===== config.mk =====
export PLATFORM = sky130hd
export DESIGN_NAME = averaging_accumulator
export DESIGN_NICKNAME = d
export VERILOG_FILES = /design/src/rtl/averaging_accumulator.sv
export SDC_FILE = /design/constraint.sdc
export NUM_CORES = 1
export LEC_CHECK = 0
export ABC_AREA = 1
export BUFFER_PORTS_ARGS = -buffer_cell sky130_fd_sc_hd__buf_2
export CELL_PAD_IN_SITES_DETAIL_PLACEMENT = 2
export CELL_PAD_IN_SITES_GLOBAL_PLACEMENT = 2
export CORE_MARGIN = 2
export CORE_UTILIZATION = 34
export CTS_BUF_LIST = sky130_fd_sc_hd__clkbuf_8
export DETAILED_ROUTE_END_ITERATION = 10
export PLACE_DENSITY = 0.95
export SETUP_SLACK_MARGIN = 0.15
export SYNTH_ARGS = -nofsm -noshare
export SYNTH_HDL_FRONTEND = slang
export SYNTH_SLANG_ARGS = --single-unit

===== constraint.sdc =====
create_clock -name clock -period 4.3 [get_ports clock]
set_input_delay 0 -clock clock [delete_from_list [all_inputs] [get_ports clock]]
set_output_delay 0 -clock clock [all_outputs]
set_load 0.1 [all_outputs]

===== src/rtl/averaging_accumulator.sv =====
// Averaging accumulator: sums sample_count samples between clear and show,
// then publishes the truncated mean and holds it until the next publish.
module averaging_accumulator #(
    parameter int unsigned sample_width = 12,
    parameter int unsigned sample_count = 16
) (
    input  logic                            clock,
    input  logic                            reset,
    input  logic [sample_width-1:0]         sample,
    input  logic                            clear,
    input  logic                            add,
    input  logic                            show,
    output logic [sample_width-1:0]         average,
    output logic                            average_valid,
    output logic [$clog2(sample_count):0]   sample_counter,
    output logic                            overrun,
    output logic                            incomplete
);

    localparam int unsigned LOG2 = $clog2(sample_count);
    localparam int unsigned CW   = LOG2 + 1;
    localparam int unsigned SUMW = sample_width + LOG2;

    localparam logic [CW-1:0] FULL = CW'(sample_count);

    localparam logic [1:0] ST_IDLE = 2'd0;
    localparam logic [1:0] ST_ACC  = 2'd1;
    localparam logic [1:0] ST_DONE = 2'd2;

    if (sample_count < 2 || (sample_count & (sample_count - 1)) != 0) begin : g_bad_count
        $error("averaging_accumulator: sample_count must be a power of two >= 2");
    end

    logic [1:0]              state_q, state_d;
    logic [SUMW-1:0]         sum_q, sum_d;
    logic [CW-1:0]           cnt_q, cnt_d;
    logic [sample_width-1:0] avg_q, avg_d;
    logic                    valid_q, valid_d;
    logic                    ovr_q, ovr_d;
    logic                    inc_q, inc_d;
    logic                    add_prev_q, show_prev_q;
    logic                    add_rise, show_rise;

    assign add_rise  = add & ~add_prev_q;
    assign show_rise = show & ~show_prev_q;

    always_comb begin
        state_d = state_q;
        sum_d   = sum_q;
        cnt_d   = cnt_q;
        avg_d   = avg_q;
        valid_d = valid_q;
        ovr_d   = ovr_q;
        inc_d   = inc_q;
        // clear wins over show and add; a coincident add sample is dropped
        if (clear) begin
            state_d = ST_ACC;
            sum_d   = '0;
            cnt_d   = '0;
            ovr_d   = 1'b0;
        end else begin
            case (state_q)
                ST_ACC: begin
                    if (show_rise) begin
                        state_d = ST_DONE;
                        avg_d   = sum_q[SUMW-1:LOG2];
                        valid_d = 1'b1;
                        inc_d   = (cnt_q != FULL);
                    end else if (add_rise) begin
                        if (cnt_q < FULL) begin
                            sum_d = sum_q + SUMW'(sample);
                            cnt_d = cnt_q + 1'b1;
                        end else begin
                            ovr_d = 1'b1;
                        end
                    end
                end
                ST_IDLE, ST_DONE: ;
                default: state_d = ST_IDLE;
            endcase
        end
    end

    always_ff @(posedge clock) begin
        if (!reset) begin
            state_q     <= ST_IDLE;
            sum_q       <= '0;
            cnt_q       <= '0;
            avg_q       <= '0;
            valid_q     <= 1'b0;
            ovr_q       <= 1'b0;
            inc_q       <= 1'b0;
            add_prev_q  <= 1'b0;
            show_prev_q <= 1'b0;
        end else begin
            state_q     <= state_d;
            sum_q       <= sum_d;
            cnt_q       <= cnt_d;
            avg_q       <= avg_d;
            valid_q     <= valid_d;
            ovr_q       <= ovr_d;
            inc_q       <= inc_d;
            add_prev_q  <= add;
            show_prev_q <= show;
        end
    end

    assign average        = avg_q;
    assign average_valid  = valid_q;
    assign sample_counter = cnt_q;
    assign overrun        = ovr_q;
    assign incomplete     = inc_q;

endmodule


-- Word-level counts from Yosys, hierarchy flattened
Cells that the tools add are included.
- input port bits: 17
- register bits: 40
- word-level logic and storage cells: 39
- output and inout port bits: 20
- equality and inequality tests: 6
- muxes and demuxes: 3
- $add $sub $neg: 2
- $lt $le $gt $ge: 1
- bitwise logic cells: 9
- reduce and logical (&&, ||, !) cells: 8
- operator list (operator ; number):
    $add A16 B12 Y16 ; 1
    $reduce_and A4 Y1 ; 2
    $not A1 Y1 ; 7
    $add A5 B1 Y5 const B ; 1
    $lt A5 B5 Y1 const B ; 1
    $ne A5 B5 Y1 const B ; 1
    $ne A2 B2 Y1 const B ; 2
    $pmux W2 S2 ; 1
    $reduce_and A2 Y1 ; 2
    $reduce_or A2 Y1 ; 2
    $ne A3 B3 Y1 const B ; 1
    $reduce_and A3 Y1 ; 1
    $and A1 B1 Y1 ; 2
    $eq A2 B1 Y1 const B ; 1
    $eq A2 B2 Y1 const B ; 1
    $logic_not A2 Y1 ; 1
    $mux W2 ; 1
    $mux W1 ; 1

-- Longest topological paths before layout
- depth after elaboration: 5
- mapped depth: 11
- depth with buffers taken out: 11

-- Least setup slack after synthesis
OpenSTA, ideal clock, no wires.
- path kind: register -> register
- from: reg cnt_q[0], in the netlist sample_counter[0]
- to: reg cnt_q[1], in the netlist sample_counter[1]
- setup slack: 2541 ps
- library setup time: 122 ps
- data arrival time: 1637 ps
- path buffers: 0
- clock period less this slack: 1759 ps
- cell stages (with the launch flop): 5
- path through: dfxtp_1 -> inv_1 -> ha_1 -> o21ai_0 -> a21oi_1
- word-level cells in the longest chain between the ends: 2
- RTL lines (element ; line ; text):
    from (decl) ; 36 ; logic [CW-1:0] cnt_q, cnt_d;
    from (signal assigned) ; 98 ; cnt_q <= cnt_d;
    $lt A5 B5 Y1 ; 70 ; if (cnt_q < FULL) begin
    $reduce_and A4 Y1 (no line) ; -- ;
Several ways; a longest one is shown, not always the timed one.
A chain may end at the register's enable or synchronous reset.

-- Worst setup path after layout
- from: reg show_prev_q
- to: reg sum_q[6]
- word-level cells in the longest chain between the ends: 4
- RTL lines (element ; line ; text):
    from (decl) ; 41 ; logic add_prev_q, show_prev_q;
    from (signal assigned) ; 104 ; show_prev_q <= show;
    $not A1 Y1 ; 45 ; assign show_rise = show & ~show_prev_q;
    $and A1 B1 Y1 ; 45 ;
    $not A1 Y1 (no line) ; -- ;
    $reduce_and A4 Y1 (no line) ; -- ;
    to (signal assigned) ; 97 ; sum_q <= sum_d;
    to (decl) ; 35 ; logic [SUMW-1:0] sum_q, sum_d;
Every way passes these cells.

==> flow_summary.yaml <==
power:
  power_density_mw_per_mm2: 328.5
  leakage_uw: 0.001421
  total_power_uw: 894.3
  switchingPower_uw: 253.9
  p_clk_share_pct: 42.2
  power.internal_uw: 640.4
  switching_share_pct: 28.39
  p_seq_share_pct: 43.1
  comb_power_share_pct: 14.7
  vdd_drop_max_v: 0.0001855
synth:
  synth.distinct_cells: 31
  ys.flop_type: "dfxtp_1"
  ys_warn_count: 0
  synth_area_leader_cell: "dfxtp_1"
  synth_area_mm2: 0.002336
  ys_top_cells_by_count: "nand2_1, inv_1, nor2_1"
  synth-seq-cells: 40
  synth-edff-count: 0
  synth_area_per_cell_um2: 6.693
  yosys.area.top_type_share_pct: 34.28
  syn_nets: 381
  synthTopCellsByArea: "dfxtp_1, nand2_1, inv_1"
  synthArstFlopShare_pct: 0
  syn_inst: 349
  yosysSeqAreaShare_pct: 34.28
  yosysMostFrequentCell: "nand2_1"
drt:
  drt-initial-drc-count: 60
  met1_length_um: 3350
  met3_length_um: 203
  wire_per_inst_um: 18.54
  ant_nets: 0
  vias: 2418
  wl_um: 8676
  routed.top_layer: "met4"
  dr_wl_met2_um: 4809
  vias_per_cell: 5.167
  dr.pass1.iters: 4
  drc: 0
sta:
  max_freq_mhz: 465.0
  hold_ws_ns: 0.07305
  fin_skew_ns: 0.009731
  slew-limit-headroom_pct: 20.57
  tightestPinTransition_ns: 1.188
  hold_viol_final: 0
  rsz0062_at_grt: "false"
  setup_tns_ns: 0
  min_period_ns: 2.151
  drv_slew: 0
  period_share_pct: 50.02
  setup_viol: 0
setup_path:
  reg2regPathDepth: 7
  worstPathMaxFanout: 28
  cp_data_required_time_ns: 4.50
  crit_path_end_kind: "flop"
  r2r_setup_slack_ns: 2.15
  worst_path_most_repeated_cell: "inv_1"
  cp_num_cells: 7
  crit_buf_inv: 2
  path_class: "flop to flop"
  endpoint: "sum_q[6]"
  crit_arrival_ns: 2.35
  cp_slowest_cell: "nor3_4"
  cp-start-kind: "flop"
  reg2reg_from: "show_prev_q"
  reg2reg_to: "sum_q[6]"
  timing.critical_path.from: "show_prev_q"
  worstPathCellList: "inv_1 > nand2_1 > nand2_2 > nor3_4 > nand3_1 > o211ai_1 > inv_1"
  path_delay_family: "simple AND/OR/NAND/NOR gates"
  max_stage_delay_ns: 0.91
die:
  ioPinCount: 37
  die_y_um: 86.89
  rows: 30
  die_width_um: 86.89
  core_area_mm2: 0.006719
  start_util_pct: 34.77
  die_area_mm2: 0.007550
run:
  cap_violations: 0
place:
  numPlacedInstances: 458
  hpwlAfterDp_um: 6041
  portBuffers: 36
  gp_congestion: 0.7880
hold_path:
  hp-class: "primary input to flop"
final_layout:
  synthToLayoutAreaGrowth_pct: 16.55
  fill_cells: 839
  regArea_um2: 800.8
  multi_input_area_mm2: 0.001272
  final_util_pct: 40.52
  final_nets: 420
  layout.cells.non_filler: 468
  drive_gt1_share_pct: 14.43
  num_antenna_cells: 0
cts:
  cts_root_buf: "clkbuf_8"
  cts_buffers: 5
  cts_tree: "yes"
  clk_latency_ns: 0.31
  cts_resized: 0
  clock-sinks: 40
  ctsHtreeMaxLevel: 2
  path_clk_slew_ns: 0.09
  clock_path_buffers: 2
global_route:
  globalRouteOverflowTotal: 0
  grt_pass1_wl_um: 13750
  antenna_found_initial: 0
  grt_use_total_pct: 24.01
  grt_max_degree: 29
  grt_pass1_vias: 2799
run_status:
  status: "finished, final reports clean"
[power groups by stage]
stage               registers [µW]  logic, µW  clock network, µW
floorplan                      427       58.1                  0
global placement               393        119                  0
global route                   386        143                396
CTS                            385        130                377
detailed placement             393        126                  0
finish                         385        131                378
[worst register-to-register path, delay by kind of cell, from the launching register on]
kind	cells	cell delay, ns
and+or+nand+nor	4	1.33
DFF	1	0.39
buffers and inverters	2	0.16
AOI/OAI and AO/OA	1	0.16
[layout make-up]
type | count | area share (%)
clock buffers | 5 | 2.528
clock inverters | 2 | 2.206
multi-input cells | 246 | 46.74
flip-flops and latches | 40 | 29.41
repair buffers | 39 | 7.721
inverters | 56 | 7.721
well taps | 80 | 3.676
[how the worst min path moves through the flow]
stage / startpoint / to / slack (ns) / cells past startpoint
global route: reset / add_prev_q / 0.08 / 3
detailed placement: add / add_prev_q / 0.22 / 3
floorplan: add / add_prev_q / 0.09 / 2
finish: reset / average[9] / 0.07 / 3
global placement: add / add_prev_q / 0.20 / 3
CTS: reset / add_prev_q / 0.06 / 3
[cells by family (layout without fill, tap and decap cells)]
kind of cell	Yosys count	count (layout)	synth area share [%]
adders and majority gates	15	15	8.356
AOI/OAI and AO/OA	49	49	11.89
xor gates and xnor gates	3	3	1.125
DFF	40	40	34.28
and+or+nand+nor	179	179	33.10
buffers and inverters	63	102	11.25
[routing by layer]
layer | global-route usage, % | up-vias
met5 | 0 | -
met4 | 9.943 | 0
met3 | 4.076 | 25
met2 | 47.05 | 42
met1 | 24.68 | 1173
li1 | - | 1178
[cell usage in the layout, fill, tap and decap left out]
master         count
a21oi_1           18
a21oi_2            3
a41oi_1            1
and2_1             2
buf_2             36
bufinv_16          2
clkbuf_8           5
dfxtp_1           40
dlygate4sd3_1      3
fa_1               1
ha_1              14
inv_1             55
inv_2              1
nand2_1           81
nand2_2            1
nand3_1           27
nand3_2            1
nand4_1            4
nor2_1            55
nor2_2             2
nor2_4             1
nor2b_1            1
nor3_1             1
nor3_2             1
nor3_4             1
nor3b_2            1
o211ai_1           3
o211ai_2           1
o21a_1             1
o21ai_0           18
o21ai_1            4
xnor2_1            3
[stage by stage]
step           setup slack [ns]  area, µm²
5_1_grt                   1.983       2723
3_3_place_gp              2.429       2564
6_report                  2.149       2723
3_5_place_dp              2.320       2564
2_1_floorplan             2.541       2336
4_1_cts                   2.279       2723
[flip-flops by register name (all words and copies together), names as in the netlist]
signal and count:
add_prev_q 1, average 12, average_valid 1, incomplete 1, overrun 1, sample_counter 5
show_prev_q 1, state_q 2, sum_q 16
[repair_timing]
action / CTS / global route
endpoints found under the setup margin: 0 / 0
hold buffers: 3 / 0
buffers inserted: 0 / 0
hold endpoints to repair: 3 / 0
(Power assumes the default switching activity.)
